## config.mk

```make
export PLATFORM = sky130hd
export DESIGN_NAME = event_delay_timer
export DESIGN_NICKNAME = d
export VERILOG_FILES = /design/src/rtl/event_delay_timer.sv
export SDC_FILE = /design/constraint.sdc
export NUM_CORES = 1
export LEC_CHECK = 0
export CAP_MARGIN = 20
export CORE_MARGIN = 2
export CORE_UTILIZATION = 45
export CTS_CLUSTER_SIZE = 28
export DETAILED_ROUTE_END_ITERATION = 16
export GPL_ROUTABILITY_DRIVEN = 0
export PLACE_DENSITY = 0.68
export SYNTH_ARGS = -nofsm -noshare
export SYNTH_HDL_FRONTEND = slang
export SYNTH_SLANG_ARGS = --single-unit
export TNS_END_PERCENT = 100
```

## constraint.sdc

```tcl
create_clock -name clk -period 4.05 [get_ports clk]
set_input_delay 0.6075 -clock clk [delete_from_list [all_inputs] [get_ports clk]]
set_output_delay 0.6075 -clock clk [all_outputs]
set_load 0.02 [all_outputs]
```

## src/rtl/event_delay_timer.sv

```systemverilog
// event_delay_timer: N-channel armed trigger detector with programmable delay and one-cycle fire pulse
module event_delay_timer #(
    parameter int N  = 4,
    parameter int DW = 8
) (
    input  logic            clk,
    input  logic            rst_n,
    input  logic [N-1:0]    sig_in,
    input  logic [N-1:0]    arm,
    input  logic [N-1:0]    cancel,
    input  logic [2*N-1:0]  mode,
    input  logic [DW*N-1:0] delay,
    output logic [N-1:0]    fire,
    output logic            fire_any,
    output logic [N-1:0]    busy,
    output logic [N-1:0]    overrun
);
    typedef enum logic [1:0] {IDLE, ARMED, COUNT} state_t;
    localparam logic [DW-1:0] ONE = {{(DW-1){1'b0}}, 1'b1};
    logic [N-1:0] sig_q;
    // previous-cycle copy of every monitored signal, kept in all states
    always_ff @(posedge clk or negedge rst_n) begin
        if (!rst_n) sig_q <= '0;
        else        sig_q <= sig_in;
    end
    for (genvar i = 0; i < N; i++) begin : g_ch
        state_t        state_q, state_d;
        logic [DW-1:0] cnt_q, cnt_d, dly_q, dly_d;
        logic [1:0]    mode_q, mode_d;
        logic          ovr_q, ovr_d, fire_q, fire_d;
        logic          pos, neg, chg, hit;
        assign pos = sig_in[i] & ~sig_q[i];
        assign neg = ~sig_in[i] & sig_q[i];
        assign chg = sig_in[i] ^ sig_q[i];
        assign hit = (mode_q == 2'd0) ? pos :
                     (mode_q == 2'd1) ? neg :
                     (mode_q == 2'd2) ? chg : sig_in[i];
        // channel next state: cancel wins, arm only accepted from IDLE/ARMED, count down then fire
        always_comb begin
            state_d = state_q;
            cnt_d   = cnt_q;
            dly_d   = dly_q;
            mode_d  = mode_q;
            ovr_d   = ovr_q;
            fire_d  = 1'b0;
            if (cancel[i]) begin
                state_d = IDLE;
                cnt_d   = '0;
            end else begin
                case (state_q)
                    IDLE: if (arm[i]) begin
                        state_d = ARMED;
                        mode_d  = mode[2*i +: 2];
                        dly_d   = delay[DW*i +: DW];
                        ovr_d   = 1'b0;
                    end
                    ARMED: if (arm[i]) begin
                        mode_d = mode[2*i +: 2];
                        dly_d  = delay[DW*i +: DW];
                    end else if (hit) begin
                        state_d = COUNT;
                        cnt_d   = dly_q;
                    end
                    COUNT: begin
                        ovr_d = ovr_q | hit;
                        if (cnt_q == '0) begin
                            fire_d  = 1'b1;
                            state_d = IDLE;
                        end else begin
                            cnt_d = cnt_q - ONE;
                        end
                    end
                    default: state_d = IDLE;
                endcase
            end
        end
        // channel registers; reset drops any pending fire
        always_ff @(posedge clk or negedge rst_n) begin
            if (!rst_n) begin
                state_q <= IDLE;
                cnt_q   <= '0;
                dly_q   <= '0;
                mode_q  <= '0;
                ovr_q   <= 1'b0;
                fire_q  <= 1'b0;
            end else begin
                state_q <= state_d;
                cnt_q   <= cnt_d;
                dly_q   <= dly_d;
                mode_q  <= mode_d;
                ovr_q   <= ovr_d;
                fire_q  <= fire_d;
            end
        end
        assign fire[i]    = fire_q;
        assign busy[i]    = state_q != IDLE;
        assign overrun[i] = ovr_q;
    end
    assign fire_any = |fire;
endmodule

```

==> impl_metrics.csv <==
group,metric,value,unit
die,die_x,107,microns
synthesis,syn-cell-area,4800,sq um
grt,grtUsageTotal,18.1,%
timing,tightest_slew,0.880,ns
grt,grt_pass1_vias,3639,
worst_setup_path,r2r-start,"sig_q[0]",
layout,ff_latch_area,2300,sq um
timing,finalHoldViolations,0,
timing,relSlewSlack,41.4,%
layout,nets,594,
die,dieArea,11500,sq um
layout,drive_gt1_share,14.7,%
timing,tns,0,ns
layout,fill_cells,912,
synthesis,yosys.area.top_type_share,47.9,%
cts,cts_tree,"done",
placed_design,dp.cells,649,
synthesis,synth-seq-cells,92,
timing,rsz0062_at_grt,"no",
cts,postCtsSetupRepairBufs,0,
timing,setup_viol,0,
cts,clockBufferDepth,2,
route,drt-pass1-iter-count,4,
timing,post-route-min-period,2.73,ns
synthesis,postSynthNetCount,538,
die,pin_count,67,
timing,period_share,67.4,%
grt,grt_first_pass_wirelength,16900,microns
synthesis,async_flop_share,100,%
synthesis,ys_warn_count,0,
cts,path_clk_slew,0.09,ns
worst_hold_path,hold_path.class,"in2async",
timing,clock_skew,0.0102,ns
synthesis,synth_edf_count,0,
timing,fmax,366,MHz
worst_setup_path,path_class,"in2reg",
synthesis,synth_area_per_cell,10.3,sq um
route,wl_per_cell,14.6,microns
worst_setup_path,crit_fanout,8,
timing,slew_viol_final,0,
worst_setup_path,cp.arrival,2.92,ns
pwr,ir_drop,0.180,mV
grt,grt_antenna_before_repair,0,
route,drt_iter0_markers,159,
worst_setup_path,start_kind,"input pin",
cts,htreeDepth,3,
cts,clk_latency,0.35,ns
route,vias_per_cell,5.48,
worst_setup_path,ff2ff_setup_slack,1.79,ns
synthesis,synth_seq_area_share,47.9,%
pwr,cellLeakagePower,2.49,nW
layout,fin_cells,665,
synthesis,yosysUniqueCellTypes,57,
cts,clk_root_buffer_cell,"clkbuf_8",
cts,cts_resized,0,
route,route.detailed.drc,0,
die,initial_core_util,46.5,%
run,max_cap_viol_count,0,
synthesis,synth_cells,468,
run_status,status,"completed",
layout,synthToLayoutAreaGrowth,18.9,%
route,wl,9680,microns
route,route.antenna.remaining_nets,0,
worst_setup_path,worstRegToRegCells,5,
timing,whs,0.366,ns
cts,cts_made_buffers,9,
die,core-area,10300,sq um
synthesis,ys_top_cells_by_area,"dfrtp_1, mux2_2, a21oi_1, ha_1, nor2_1",
worst_setup_path,required,4.24,ns
pwr,power_density,366,nW/um^2
layout,final_core_util,55.3,%
die,die_h,107,microns
placed_design,port-buffer-count,66,
route,vias,3645,
die,num_rows,37,
cts,cts_sinks,92,
layout,num_antenna_cells,0,
grt,overflow,0,
grt,grt_max_degree,73,
layout,multi_input_area,2250,sq um
worst_setup_path,timing.rr.end,"g_ch[0].cnt_q[0]",
synthesis,synthFlopType,"dfrtp_1",
placed_design,hpwl,7030,microns
cts,cts_hold_buf,0,
synthesis,yosys.area.top_type,"dfrtp_1",
worst_setup_path,end_kind,"register",
power breakdown:
group | total (mW) | internal [mW] | leakage, nW | switching [mW]
combinational | 0.419 | 0.217 | 1.23 | 0.201
sequential | 1.08 | 1.01 | 1.17 | 0.0709
clock | 0.591 | 0.286 | 0.0866 | 0.305
flip-flops by register name (all words and copies together), names as in the netlist:
| register | cells |
|---|---|
| g_ch.cnt_q | 32 |
| g_ch.dly_q | 32 |
| g_ch.mode_q | 8 |
| g_ch.state_q | 8 |
| g_ch.fire_q | 4 |
| g_ch.ovr_q | 4 |
| sig_q | 4 |
cell usage in the layout (no fill, tap or decap), types with 4 or more instances in the layout:
cell type / count
or2_2: 9
a211oi_1: 5
nor2b_1: 4
nor4_1: 4
nor3b_1: 10
or3_1: 5
inv_1: 31
nand2_1: 31
a22oi_1: 6
nand2b_1: 7
clkdlybuf4s50_1: 65
nor3_1: 14
nor2_1: 38
o21ai_0: 23
a21oi_1: 47
dfrtp_1: 92
buf_4: 5
mux2_2: 40
nand3_1: 8
ha_1: 16
clkbuf_8: 9
o31ai_1: 5
cell families (layout without fill, tap and decap cells):
| family | after synthesis | after routing | share of synthesized area, % |
|---|---|---|---|
| muxes | 46 | 46 | 11.8 |
| DFF | 92 | 92 | 47.9 |
| and+or+nand+nor | 146 | 146 | 16.1 |
| AOI/OAI and AO/OA | 112 | 112 | 14.8 |
| buffers and inverters | 56 | 117 | 5.29 |
| adders and majority gates | 16 | 16 | 4.17 |
routing by layer:
layer | up-vias | GRT usage [%] | share of wire, %
met1 | 1766 | 24.8 | 47
met4 | 0 | 5.84 | 1.2
met2 | 103 | 28.4 | 46
met3 | 13 | 4.30 | 5.6
li1 | 1763 | - | -
met5 | - | 0 | 0
worst max path at each step:
stage / startpoint / to / slack (ns) / depth (start not counted)
after floorplan: sig_in[3] / g_ch[3].cnt_q[1] / 1.85 / 8
after global placement: sig_in[3] / g_ch[3].cnt_q[1] / 1.07 / 8
after detailed placement: sig_in[0] / g_ch[0].cnt_q[0] / 0.95 / 7
after CTS: sig_in[0] / g_ch[0].cnt_q[0] / 1.32 / 7
after global routing: sig_in[0] / g_ch[0].cnt_q[0] / 1.18 / 7
final: sig_in[0] / g_ch[0].cnt_q[0] / 1.32 / 7
stage by stage:
step	area, sq um	power, mW	setup WS, ns
after floorplan	4800	1.37	1.85
after global placement	5520	1.51	1.07
after detailed placement	5520	1.52	0.946
after CTS	5710	2.11	1.32
after global routing	5710	2.22	1.18
final	5710	2.09	1.32
cell usage after synthesis (all sizes together), types with 3 or more instances:
master and number:
dfrtp 92, a21oi 48, mux2 40, nor2 38, inv 31, nand2 31, o21ai 23, ha 16
buf 14, nor3 14, clkbuf 11, nor3b 10, or2 9, nand3 8, nand2b 7, a211oi 6
a22oi 6, nor4 6, or3 6, o31ai 5, mux4 4, nor2b 4, a22o 3, and3 3
o22ai 3, or4 3
cell type report:
cell class | instances | share of cell area (%)
clock buffer | 12 | 2.37
clock inverter | 4 | 0.877
inverter | 31 | 2.04
multi-input combinational | 320 | 39.3
sequential | 92 | 40.3
tap | 136 | 2.98
timing repair buffer | 70 | 12.1
critical path, stage by stage:
cell,delay (ns)
clkdlybuf4s50_1,0.53
inv_1,0.06
ha_1,0.27
inv_1,0.03
mux4_1,0.59
a31oi_1,0.61
o21ai_0,0.22
No activity file was read; power rests on OpenSTA's default activity.
